`src/rtl/nibbler_ctrl.sv`:
```
// Sequencer/decoder for the Nibbler 4-bit CPU: FETCH -> EXEC [-> MEM] -> FETCH.
// Every strobe is a combinational decode of the registered phase, opcode and flags.
module nibbler_ctrl (
    input  logic       clk,
    input  logic       reset,
    input  logic       run,
    input  logic [3:0] opcode,
    input  logic [1:0] flags,
    output logic [1:0] phase,
    output logic       loadIR,
    output logic       incPC,
    output logic       loadPC,
    output logic       loadA,
    output logic       loadFlags,
    output logic [1:0] aluSel,
    output logic       oeOprnd,
    output logic       oeIN,
    output logic       csRAM,
    output logic       weRAM,
    output logic       loadOut
);

    typedef enum logic [1:0] {
        FETCH   = 2'b00,
        EXEC    = 2'b01,
        MEM     = 2'b10,
        ILLEGAL = 2'b11
    } state_e;

    localparam logic [3:0] OP_JC    = 4'h0;
    localparam logic [3:0] OP_JNC   = 4'h1;
    localparam logic [3:0] OP_CMPI  = 4'h2;
    localparam logic [3:0] OP_CMPM  = 4'h3;
    localparam logic [3:0] OP_LIT   = 4'h4;
    localparam logic [3:0] OP_IN    = 4'h5;
    localparam logic [3:0] OP_LD    = 4'h6;
    localparam logic [3:0] OP_ST    = 4'h7;
    localparam logic [3:0] OP_JZ    = 4'h8;
    localparam logic [3:0] OP_JNZ   = 4'h9;
    localparam logic [3:0] OP_ADDI  = 4'hA;
    localparam logic [3:0] OP_ADDM  = 4'hB;
    localparam logic [3:0] OP_JMP   = 4'hC;
    localparam logic [3:0] OP_OUT   = 4'hD;
    localparam logic [3:0] OP_NANDI = 4'hE;
    localparam logic [3:0] OP_NANDM = 4'hF;

    localparam logic [1:0] ALU_PASS = 2'b00;
    localparam logic [1:0] ALU_ADD  = 2'b01;
    localparam logic [1:0] ALU_NAND = 2'b10;
    localparam logic [1:0] ALU_CMP  = 2'b11;

    state_e state_q;
    state_e state_d;
    logic   flag_c;
    logic   flag_z;

    assign flag_c = flags[1];
    assign flag_z = flags[0];

    always_ff @(posedge clk or posedge reset) begin
        if (reset) begin
            state_q <= FETCH;
        end else begin
            state_q <= state_d;
        end
    end

    always_comb begin
        state_d   = FETCH;
        phase     = state_q;
        loadIR    = 1'b0;
        incPC     = 1'b0;
        loadPC    = 1'b0;
        loadA     = 1'b0;
        loadFlags = 1'b0;
        aluSel    = ALU_PASS;
        oeOprnd   = 1'b0;
        oeIN      = 1'b0;
        csRAM     = 1'b0;
        weRAM     = 1'b0;
        loadOut   = 1'b0;

        case (state_q)
            FETCH: begin
                if (run) begin
                    loadIR  = 1'b1;
                    incPC   = 1'b1;
                    state_d = EXEC;
                end else begin
                    state_d = FETCH;
                end
            end

            EXEC: begin
                case (opcode)
                    OP_JC:    loadPC = flag_c;
                    OP_JNC:   loadPC = ~flag_c;
                    OP_JZ:    loadPC = flag_z;
                    OP_JNZ:   loadPC = ~flag_z;
                    OP_JMP:   loadPC = 1'b1;
                    OP_LIT: begin
                        oeOprnd = 1'b1;
                        loadA   = 1'b1;
                    end
                    OP_IN: begin
                        oeIN  = 1'b1;
                        loadA = 1'b1;
                    end
                    OP_ADDI: begin
                        oeOprnd   = 1'b1;
                        aluSel    = ALU_ADD;
                        loadA     = 1'b1;
                        loadFlags = 1'b1;
                    end
                    OP_NANDI: begin
                        oeOprnd = 1'b1;
                        aluSel  = ALU_NAND;
                        loadA   = 1'b1;
                    end
                    OP_CMPI: begin
                        oeOprnd   = 1'b1;
                        aluSel    = ALU_CMP;
                        loadFlags = 1'b1;
                    end
                    OP_OUT:   loadOut = 1'b1;
                    // Memory ops only present the address here; the data phase follows in MEM.
                    OP_LD, OP_ST, OP_CMPM, OP_ADDM, OP_NANDM: begin
                        csRAM   = 1'b1;
                        state_d = MEM;
                    end
                endcase
            end

            MEM: begin
                csRAM = 1'b1;
                case (opcode)
                    OP_LD:    loadA = 1'b1;
                    OP_ST:    weRAM = 1'b1;
                    OP_CMPM: begin
                        aluSel    = ALU_CMP;
                        loadFlags = 1'b1;
                    end
                    OP_ADDM: begin
                        aluSel    = ALU_ADD;
                        loadA     = 1'b1;
                        loadFlags = 1'b1;
                    end
                    OP_NANDM: begin
                        aluSel = ALU_NAND;
                        loadA  = 1'b1;
                    end
                    default: ;
                endcase
            end

            default: state_d = FETCH;
        endcase

        // Reset overrides the decode so an aborted instruction never leaks a strobe.
        if (reset) begin
            state_d   = FETCH;
            phase     = FETCH;
            loadIR    = 1'b0;
            incPC     = 1'b0;
            loadPC    = 1'b0;
            loadA     = 1'b0;
            loadFlags = 1'b0;
            aluSel    = ALU_PASS;
            oeOprnd   = 1'b0;
            oeIN      = 1'b0;
            csRAM     = 1'b0;
            weRAM     = 1'b0;
            loadOut   = 1'b0;
        end
    end

endmodule

```
`config.mk`:
```
export PLATFORM = sky130hd
export DESIGN_NAME = nibbler_ctrl
export DESIGN_NICKNAME = d
export VERILOG_FILES = /design/src/rtl/nibbler_ctrl.sv
export SDC_FILE = /design/constraint.sdc
export NUM_CORES = 1
export LEC_CHECK = 0
export CAP_MARGIN = 25
export CORE_AREA = 2 2 39 41
export DETAILED_ROUTE_END_ITERATION = 8
export DIE_AREA = 0 0 41 43
export PLACE_DENSITY = 0.73
export REMOVE_ABC_BUFFERS = 1
export SYNTH_ARGS = -nofsm -noshare
export SYNTH_HDL_FRONTEND = slang
export SYNTH_SLANG_ARGS = --single-unit
```
`constraint.sdc`:
```
create_clock -name clk -period 2.04 [get_ports clk]
set_input_delay 0.51 -clock clk [delete_from_list [all_inputs] [get_ports clk]]
set_output_delay 0.51 -clock clk [all_outputs]
set_load 0.01 [all_outputs]
```
==> impl_results.md <==
* Hold_buf cts at 0
* Pleak at 0.377 nW
* Clock tree from TritonCTS: built
* Max reg flops at 2
* Largest Register: state_q
* Worst-path cell chain: inv_2 > ha_4 > inv_2 > o32ai_2 > o2bb2ai_1 > buf_2
* Logic pwr share at 43.0%
* Worst hold slack at 0.475 ns
* Placer congestion estimate at 0.696
* DP Cell Count at 96
* Fin area at 733 um^2
* Final nets at 97
* CP Capture Type: primary output
* Crit-path max cell delay at 0.35 ns
* Most common cell on crit path: inv_2
* Post-layout min period at 2.00 ns
* # clock sinks at 2
* Non-Filler Instances at 99
* Yosys Warn Count at 0
* Initial Utilization at 27.8%
* Vias in the first global route at 422
* DR vias at 460
* Period utilization at 97.9%
* Overflow after GRT at 0
* Sw frac at 29.0%
* Share of layout cells above drive strength 1 at 63.9%
* Switching power at 0.0651 mW
* Cell at the slowest stage of the critical path: dfrtp_1
* Largest fanout on the critical path at 3
* Regs by FF count: state_q (2)
* Ranking of synthesized cells by area: dfrtp_1 13%, ha_1 9.8%, and4_2 5.2%, nor3_2 5.2%, inv_1 4.9%
* Pint at 0.160 mW
* Port Buffers at 22
* Clk buf depth at 2
* Kind of critical path: reg -> out
* Pwr/cell area at 307 nW/um^2
* Worst rel slew slack at 86.6%
* Worst Tran Pin Value at 0.201 ns
* Hpwl dp at 872 um
* Row count at 14
* Mapped cell area at 384 um^2
* CTS buffer count at 3
* Die area at 1760 um^2
* Area leader, netlist: dfrtp_1
* DRC at 0
* Core area at 1380 um^2
* Synthesized instance count at 45
* CTS H-tree depth at 1
* Synth Area per Inst at 8.54 um^2
* Root Buffer: clkbuf_4
* RR Startpoint: state_q[1]
* Skew final at 0.000761 ns
* Library cells used by synthesis at 28
* Max VDD drop at 0.000238 V
* # Post-CTS Setup Buffers at 0
* Die Ht at 43 um
* Clock Latency Late Sink at 0.22 ns
* Sequential fraction of the synthesis area at 13.0%
* N_diodes at 0
* Layout Area Growth over Synthesis at 90.9%
* Max Clk Rate at 501 MHz
* Placed instance area at 718 um^2
* Number of DRC markers in iteration 0 at 2
* Flops & latches, synth at 2
* Largest net degree at the start of global routing at 7
* Initial antenna violation count at 0
* Crit path from: state_q[1]
* # Max-Cap Violations at 0
* Startpoint Class: flip-flop
* Pre-antenna DRT Iters at 4
* GRT Total Usage at 13.1%
* Top Ports at 23
* Die extent in x at 41 um
* Post-layout util at 53.0%
* RSZ-0062 raised after global routing: true
* Reg clk slew, reported paths at 0.03 ns
* DR vias/cell at 4.65
* Drt wl/cell at 11.3 um
* Pins Over Slew Limit at 0
* First-pass GRT wire length at 1640 um
* Yosys top cell area share at 13.0%
* Clock power share at 38.1%
* FILL cells at 148
* Hold Vio Cnt, Final at 0
* Status: complete, no violations
* Crit path required time at 1.53 ns
* Setup TNS at 0 ns
* Final setup violation count at 0
* Routed Wire Length at 1120 um
* Hold Path Class: in -> async
* Antenna Nets Post-Route at 0
* Sequential cell fraction of total power at 18.9%
* Worst Path Arrival at 1.49 ns
## power by group through the flow
stage	clock (mW)	sequential [mW]	combinational, mW
2_1_floorplan	0	0.0425	0.0348
3_3_place_gp	0	0.0426	0.0918
3_5_place_dp	0	0.0426	0.0936
4_1_cts	0.0919	0.0425	0.0956
5_1_grt	0.0927	0.0427	0.104
6_report	0.0857	0.0424	0.0968
## placed cells by master (no fill, tap or decap), types with 2 or more instances in the layout
master	Yosys	final
nor3_1	2	2
dlygate4sd2_1	0	6
clkdlybuf4s15_1	0	2
ha_4	0	2
nor3_2	2	2
nor2_1	5	3
buf_4	2	15
clkbuf_2	0	5
inv_2	0	4
dfrtp_1	2	2
o21ai_1	1	2
xnor2_1	2	2
buf_2	0	7
clkbuf_4	0	3
and3_1	2	2
and4_2	2	2
## cell families (layout without fill, tap and decap cells)
family                     after synthesis  in the layout  synth area share (%)
DFF                                      2              2                  13.0
buffers and inverters                    8             46                  11.7
muxes                                    1              1                  3.91
and+or+nand+nor                         24             24                  47.6
xor gates and xnor gates                 2              2                  4.56
adders and majority gates                3              3                  9.77
AOI/OAI and AO/OA                        5              5                  9.45
## critical path: cells and delay by family (launching register included)
family | cells | cell delay [ns]
flip-flops | 1 | 0.35
adder cells (fa/ha/maj) | 1 | 0.28
buffers and inverters | 3 | 0.25
AO/OA/AOI/OAI | 2 | 0.38
## final timing paths
kind	end	slack [ns]	cells past startpoint
worst max-delay path	loadA	0.04	6
worst min register to register	state_q[0]	0.72	3
worst min-delay path	state_q[0]	0.47	3
worst max register to register	state_q[1]	0.93	5
max in group asynchronous	state_q[1]	1.45	3
min in group clk	state_q[0]	0.72	3
## final cells by class
class                      count  area [um^2]  area share, %
multi-input combinational     35          343           46.8
timing repair buffer          38          279           38.1
sequential                     2         50.0           6.83
clock buffer                   3         22.5           3.07
tap                           16         20.0           2.73
inverter                       5         18.8           2.56
## synthesized netlist by cell type
cell	n
nor2_1	5
and4_2	2
and3b_1	1
and3_2	1
ha_1	3
inv_1	5
and3_1	2
nor2b_1	1
mux2_4	1
o21ai_1	1
buf_4	2
nor3b_2	1
buf_6	1
and2b_4	1
o21ai_0	1
nand2_1	1
nor3_1	2
nand2b_4	1
o31a_1	1
and2b_1	1
dfrtp_1	2
nor3_2	2
nand4b_1	1
nand3_4	1
xnor2_1	2
nand3_1	1
o2bb2ai_1	1
o32ai_1	1
## metrics by stage
step / power (mW) / setup slack (ns)
final: 0.225 / 0.0425
after global routing: 0.240 / -0.0456
after CTS: 0.230 / -0.00429
after detailed placement: 0.136 / -0.599
after global placement: 0.134 / -0.580
after floorplan: 0.0773 / 0.295
## metal layers
metal  part of all wire [%]  global-route usage [%]  up-vias
met1                     43                    16.0      205
li1                       -                       -      234
met2                     48                    22.5       21
met4                      0                    6.00        0
met3                    9.1                       0        0
met5                      0                       0        -
## repair_timing
item,in CTS,in global routing
pin swaps,3,4
resized for setup,55,16
setup endpoints to repair,14,9
Note: power is estimated with default switching activity, not from simulation.
